File: src/rtl/fifo_sync_prog.sv
// rtl/fifo_sync_prog.sv - parametrised single-clock FIFO with programmable thresholds and std/FWFT read modes
module fifo_sync_prog #(
  parameter int DATA_WIDTH = 32,
  parameter int ADDR_WIDTH = 5,
  parameter int EMPTY_TH   = 3,
  parameter int FULL_TH    = 13,
  parameter int FWFT       = 0
) (
  input  logic                  clk,
  input  logic                  rst,
  input  logic                  wr_en,
  input  logic [DATA_WIDTH-1:0] din,
  input  logic                  rd_en,
  output logic [DATA_WIDTH-1:0] dout,
  output logic                  empty,
  output logic                  full,
  output logic                  prog_empty,
  output logic                  prog_full,
  output logic                  overflow,
  output logic                  underflow,
  output logic [ADDR_WIDTH:0]   data_count
);

  localparam int DEPTH = 1 << ADDR_WIDTH;
  localparam logic [ADDR_WIDTH:0] DEPTH_C    = (ADDR_WIDTH+1)'(DEPTH);
  localparam logic [ADDR_WIDTH:0] EMPTY_TH_C = (ADDR_WIDTH+1)'(EMPTY_TH);
  localparam logic [ADDR_WIDTH:0] FULL_TH_C  = (ADDR_WIDTH+1)'(FULL_TH);

  // Refuse to build with thresholds or sizes that would make the flags meaningless
  generate
    if (DATA_WIDTH < 1 || ADDR_WIDTH < 1 ||
        EMPTY_TH < 0 || EMPTY_TH > DEPTH - 1 ||
        FULL_TH < 1 || FULL_TH > DEPTH || FULL_TH <= EMPTY_TH ||
        (FWFT != 0 && FWFT != 1)) begin : g_bad_params
      $fatal(1, "fifo_sync_prog: illegal parameter combination");
    end
  endgenerate

  logic [DATA_WIDTH-1:0] mem [DEPTH];
  logic [ADDR_WIDTH-1:0] wr_ptr_q, wr_ptr_d;
  logic [ADDR_WIDTH-1:0] rd_ptr_q, rd_ptr_d;
  logic [ADDR_WIDTH:0]   count_q, count_d;
  logic                  overflow_q, underflow_q;
  logic                  wr_acc, rd_acc;

  // Every flag is a decode of the registered count, so no request reaches a flag combinationally
  assign empty      = (count_q == '0);
  assign full       = (count_q == DEPTH_C);
  assign prog_empty = (count_q <= EMPTY_TH_C);
  assign prog_full  = (count_q >= FULL_TH_C);
  assign data_count = count_q;
  assign overflow   = overflow_q;
  assign underflow  = underflow_q;

  assign wr_acc = wr_en && !full;
  assign rd_acc = rd_en && !empty;

  // Next pointers and occupancy; a simultaneous accepted write and read leaves count alone
  always_comb begin
    wr_ptr_d = wr_ptr_q;
    rd_ptr_d = rd_ptr_q;
    count_d  = count_q;
    if (wr_acc) wr_ptr_d = wr_ptr_q + 1'b1;
    if (rd_acc) rd_ptr_d = rd_ptr_q + 1'b1;
    if (wr_acc && !rd_acc) count_d = count_q + 1'b1;
    else if (rd_acc && !wr_acc) count_d = count_q - 1'b1;
  end

  // Control state register; the reject pulses reflect the request seen at the previous edge
  always_ff @(posedge clk or posedge rst) begin
    if (rst) begin
      wr_ptr_q    <= '0;
      rd_ptr_q    <= '0;
      count_q     <= '0;
      overflow_q  <= 1'b0;
      underflow_q <= 1'b0;
    end else begin
      wr_ptr_q    <= wr_ptr_d;
      rd_ptr_q    <= rd_ptr_d;
      count_q     <= count_d;
      overflow_q  <= wr_en && full;
      underflow_q <= rd_en && empty;
    end
  end

  // Storage array is deliberately left unreset so it can map onto plain RAM
  always_ff @(posedge clk) begin
    if (wr_acc) mem[wr_ptr_q] <= din;
  end

  generate
    if (FWFT != 0) begin : g_fwft
      // Head word is shown continuously; a pop simply advances the read pointer
      assign dout = mem[rd_ptr_q];
    end else begin : g_std
      logic [DATA_WIDTH-1:0] dout_q;
      // Output register loads the head word only when a read is accepted
      always_ff @(posedge clk or posedge rst) begin
        if (rst) dout_q <= '0;
        else if (rd_acc) dout_q <= mem[rd_ptr_q];
      end
      assign dout = dout_q;
    end
  endgenerate

endmodule

File: config.mk
export PLATFORM = sky130hd
export DESIGN_NAME = fifo_sync_prog
export DESIGN_NICKNAME = d
export VERILOG_FILES = /design/src/rtl/fifo_sync_prog.sv
export SDC_FILE = /design/constraint.sdc
export NUM_CORES = 1
export LEC_CHECK = 0
export BUFFER_PORTS_ARGS = -buffer_cell sky130_fd_sc_hd__buf_2
export CAP_MARGIN = 40
export CORE_MARGIN = 5
export CORE_UTILIZATION = 46
export CTS_CLUSTER_SIZE = 24
export DETAILED_ROUTE_END_ITERATION = 10
export GPL_ROUTABILITY_DRIVEN = 1
export PLACE_DENSITY_LB_ADDON = 0.12
export SYNTH_ARGS = -nofsm -noshare
export SYNTH_HDL_FRONTEND = slang
export SYNTH_SLANG_ARGS = --single-unit
File: constraint.sdc
create_clock -name clk -period 5.8 [get_ports clk]
set_clock_uncertainty 0.05 [all_clocks]
set_input_delay 0.87 -clock clk [delete_from_list [all_inputs] [get_ports clk]]
set_output_delay 0.87 -clock clk [all_outputs]
set_load 0.02 [all_outputs]
* Word level (Yosys, flattened, before mapping) *
Memory sizes are Yosys's and may differ from the RTL's. A register that Yosys moved wholly into a read port is not among the register bits.
Cells that the tools add are included.

storage, ports and cells
  memories = 1
  RAM bits = 1024
  bits of input ports = 36
  register bits after elaboration = 18
  output and inout port bits = 44

memory list
  name  words  width  read ports  clocked after Yosys merged registers in  write ports  line  source
  mem   32     32     1           1                                        1            39    logic [DATA_WIDTH-1:0] mem [DEPTH];

operators by class
  eq/ne operators = 1
  reduce and logical (&&, ||, !) cells = 12
  magnitude comparators = 2
  $add $sub $neg = 4
  mux-type cells = 4

operators with widths
  cell                   number
  $mux W6                2
  $add A5 B1 Y5 const B  2
  $add A6 B1 Y6 const B  1
  $eq A6 B6 Y1 const B   1
  $ge A6 B4 Y1 const B   1
  $le A6 B2 Y1 const B   1
  $logic_and A1 B1 Y1    6
  $logic_not A6 Y1       1
  $sub A6 B1 Y6 const B  1
  $logic_not A1 Y1       4
  $mux W1                2
  $reduce_bool A2 Y1     1

* Logic depth before layout (Yosys ltp) *
  depth in word-level cells = 7
  depth in mapped cells = 13
  mapped depth without buffers = 11

* Worst setup path before layout *
No wires, ideal clock.

  path kind = register to register
  from = register count_q[0] (netlist: data_count[0])
  to = register count_q[5] (netlist: data_count[5])
  cell stages (with the launch flop) = 13
  path buffers = 1
  clock period less this slack = 3.593 ns
  arrival = 3.416 ns
  setup time = 0.126 ns
  slack = 2.207 ns
  cells stage by stage = dfrtp_1 or4_1 nor3b_2 nor2b_1 buf_4 ha_1 inv_1 ha_1 a21oi_1 a21boi_0 o21a_1 o211a_1 a311o_1

on the way
  word-level cells in the longest chain between the ends = 6

ends and longest elaborated chain
  element                       line  source
  start, declared               42    logic [ADDR_WIDTH:0] count_q, count_d;
  start signal, assigned        80    count_q <= count_d;
  $eq A6 B6 Y1 (*)              48    assign full = (count_q == DEPTH_C);
  net full                      16    output logic full,
  $logic_not A1 Y1 (*)          55    assign wr_acc = wr_en && !full;
  $logic_and A1 B1 Y1 (*)       55
  net wr_acc                    44    logic wr_acc, rd_acc;
  $logic_not A1 Y1              66    else if (rd_acc && !wr_acc) count_d = count_q - 1'b1;
  $logic_and A1 B1 Y1           66
  $reduce_bool A2 Y1 (no line)  -

The timed path passes the listed nets; every way through them passes the cells marked *. The select of a mux whose other input is x is not followed.
A chain may end at the register's enable or synchronous reset.

* Final worst setup path *
  from = register count_q[0] (netlist: data_count[0])
  to = register count_q[5] (netlist: data_count[5])

on the way
  word-level cells in the longest chain between the ends = 6

ends and longest elaborated chain
  element
  parallel branches: the longest is 6 deep, another holds $sub A6 B1 Y6

Parallel ways; which one is timed is not known. The select of a mux whose other input is x is not followed.

==> results.sh <==
export IMPL_synth_top_area_share=0.752
export IMPL_clk_pin_slew_worst_paths_ns=0.06
export IMPL_fmax_mhz=274
export IMPL_cp_num_buf_inv=2
export IMPL_tns_ns=0
export IMPL_post_route_util=0.532
export IMPL_place_congestion=0.795
export IMPL_synth_seq_area_share=0.782
export IMPL_finalSetupViolCount=0
export IMPL_cp_top_family="compound AO/OA/AOI/OAI gates"
export IMPL_nets=2041
export IMPL_timing_final_crit_share=0.630
export IMPL_met2_length_um=48000
export IMPL_reg2reg_depth=12
export IMPL_status="complete, no violations"
export IMPL_port_buffers=79
export IMPL_ys_types=46
export IMPL_grt_overflow=0
export IMPL_start_kind="flip-flop"
export IMPL_ys_top_cells_by_area="edfxtp_1 75%, mux4_2 14%, dfrtp_1 3.1%, a21oi_1 1.2%, a22oi_1 1.1%"
export IMPL_clk_path_buf_depth=3
export IMPL_syn_area_per_cell_um2=22.1
export IMPL_rsz0062_at_grt="no"
export IMPL_path_common_cell="ha_1"
export IMPL_cts_tree="yes"
export IMPL_drcViolationCount=0
export IMPL_drt_met1_wl_um=44700
export IMPL_ys_async_sr_fraction=0.0466
export IMPL_htree_levels=3
export IMPL_maxSlewViolCount=0
export IMPL_top_layer="met5"
export IMPL_hold_buffers=0
export IMPL_drt_iter0_drc=1956
export IMPL_wirelength_um=103000
export IMPL_crit_type="reg -> reg"
export IMPL_wl_per_cell_um=31.6
export IMPL_synth_common_cells="1,024 x edfxtp_1, 258 x mux4_2, 95 x a21oi_1"
export IMPL_vias=19500
export IMPL_fillers=6811
export IMPL_cp_required_ns=6.30
export IMPL_postCtsSetupBuffers=0
export IMPL_grt_pass1_wl_um=148000
export IMPL_min_delay_path_class="in -> async"
export IMPL_met3WireLength_um=8200
export IMPL_cts_sinks=1074
export IMPL_yosysWarnings=0
export IMPL_synth_nets=1899
export IMPL_ios=80
export IMPL_crit_slowest_cell="or4_1"
export IMPL_slew_headroom=0.412
export IMPL_die_area_mm2=0.0950
export IMPL_antenna_found_initial=11
export IMPL_drtAntennaViolNets=0
export IMPL_grt_usage=0.218
export IMPL_netlist_area_mm2=0.0409
export IMPL_cp_depth=12
export IMPL_core_area_mm2=0.0884
export IMPL_cts_resized_gates=0
export IMPL_layout_min_cycle_time_ns=3.66
export IMPL_ys_seq_elements=1074
export IMPL_worst_pin_slew_ns=0.880
export IMPL_cts_buffers=110
export IMPL_die_width_um=308
export IMPL_insertion_delay_ns=0.67
export IMPL_root_buffer="clkbuf_16"
export IMPL_max_cap_viol_count=0
export IMPL_critPathMaxStageDelay_ns=0.60
export IMPL_area_growth_pct=15.0
export IMPL_path_max_fanout=10
export IMPL_synth_most_common_cell="edfxtp_1"
export IMPL_synth_edf_count=1024
export IMPL_powerDensity_mw_per_mm2=497
export IMPL_initial_core_util=0.463
export IMPL_drt_pass1_iterations=6
export IMPL_synthFlopType="edfxtp_1"
export IMPL_dp_hpwl_um=65400
export IMPL_path_cells="or4_1, nor3b_2, nor2b_1, buf_4, ha_1, inv_1, ha_1, a21oi_1, a21boi_0, o21a_1, o211a_1, a311o_1"
export IMPL_critPathArrivalTime_ns=4.15
export IMPL_synthCells=1851
export IMPL_dieHeight_um=308
export IMPL_cp_end_kind="flip-flop"
export IMPL_synth_area_leader_cell="edfxtp_1"
export IMPL_grt_max_degree=66
export IMPL_hold_viol=0
export IMPL_p_leak_nw=14.9
export IMPL_irDropWorstVdd_mv=0.350
export IMPL_rows=109
export IMPL_vias_per_cell=5.99
export IMPL_drive_gt1_frac=0.289
export IMPL_grt_pass1_vias=19800
cells by family after synthesis:
logic type / after synthesis / synth area share
XOR/XNOR: 11 / 0.00236
adder cells (fa/ha/maj): 12 / 0.00385
AO/OA/AOI/OAI: 230 / 0.0335
buffers and inverters: 114 / 0.0143
flip-flops: 1074 / 0.782
AND/OR/NAND/NOR: 119 / 0.0133
multiplexers: 291 / 0.150
final timing paths:
check                                          start                         to  slack, ns
max in group asynchronous                        rst    rd_ptr_q[3]$_DFFE_PP0P_       4.66
min reg2reg                      dout[7]$_DFFE_PP0P_        dout[7]$_DFFE_PP0P_       0.43
max                        data_count[0]$_DFFE_PP0P_  data_count[5]$_DFFE_PP0P_       2.14
max reg2reg                data_count[0]$_DFFE_PP0P_  data_count[5]$_DFFE_PP0P_       2.14
min in group clk                               wr_en         overflow$_DFF_PP0_       0.39
min                                              rst       dout[30]$_DFFE_PP0P_       0.38
layout make-up:
cell class / count / area [µm²] / share of cell area
flip-flops and latches: 1074 / 32000 / 0.681
diodes: 2 / 5.00 / 0.000106
multi-input cells: 663 / 8580 / 0.182
well taps: 1165 / 1460 / 0.0310
repair buffers: 136 / 1410 / 0.0300
inverters: 8 / 30.0 / 0.000639
clock inverters: 46 / 472 / 0.0100
clock buffers: 156 / 3050 / 0.0648
through the flow:
| step | hold WS [ns] | cell area (µm²) | setup WS [ns] | total power [mW] | std cells |
|---|---|---|---|---|---|
| 4_1_cts | 0.361 | 47000 | 2.16 | 23.6 | 3248 |
| 3_5_place_dp | 0.425 | 43500 | 2.17 | 16.7 | 3046 |
| 3_3_place_gp | 0.418 | 42700 | 2.12 | 16.4 | 3010 |
| 6_report | 0.381 | 47000 | 2.14 | 23.4 | 3250 |
| 2_1_floorplan | 0.493 | 40900 | 2.21 | 13.9 | 1851 |
| 5_1_grt | 0.363 | 47000 | 1.96 | 24.3 | 3248 |
routing by layer:
metal,vias up,global-route usage
li1,8072,-
met1,10600,0.329
met2,724,0.333
met3,120,0.0487
met4,4,0.0449
met5,-,0
power by group:
group / leakage, nW / internal (mW) / switching [mW]
logic: 3.31 / 2.72 / 4.02
registers: 9.84 / 9.14 / 0.563
clock network: 1.72 / 4.04 / 2.86
total: 14.9 / 15.9 / 7.45
worst reg2reg max path, delay by kind of cell, from the launching register on:
kind | cells | cell delay (ns)
AOI/OAI and AO/OA | 5 | 1.12
and+or+nand+nor | 3 | 0.93
adders and majority gates | 2 | 0.57
DFF | 1 | 0.46
buffers and inverters | 2 | 0.40
cells in the final DEF, fill, tap and decap left out, types with 3 or more instances in the layout:
cell type	instances
clkbuf_16	111
clkbuf_8	10
clkinvlp_4	3
nand3_1	3
nand3b_1	3
mux2i_1	33
a21oi_1	95
o22ai_1	31
a22oi_1	62
bufinv_16	9
inv_1	6
buf_16	10
nor2_1	8
nor2_4	33
ha_1	11
dfrtp_1	45
clkbuf_1	35
nor3_1	4
nand2_2	3
buf_12	31
nand2_1	45
buf_4	16
edfxtp_1	1024
o21ai_1	32
mux4_2	258
dfrtp_4	5
xnor2_1	9
clkinv_2	16
inv_6	3
buf_2	79
nand4_1	3
clkinv_1	14
sequential cells by signal, summed over array words and instances (netlist names):
signal and flops:
data_count 6, dout 32, mem 1024, overflow 1
rd_ptr_q 5, underflow 1, wr_ptr_q 5
Note: power is estimated with default switching activity, not from simulation.
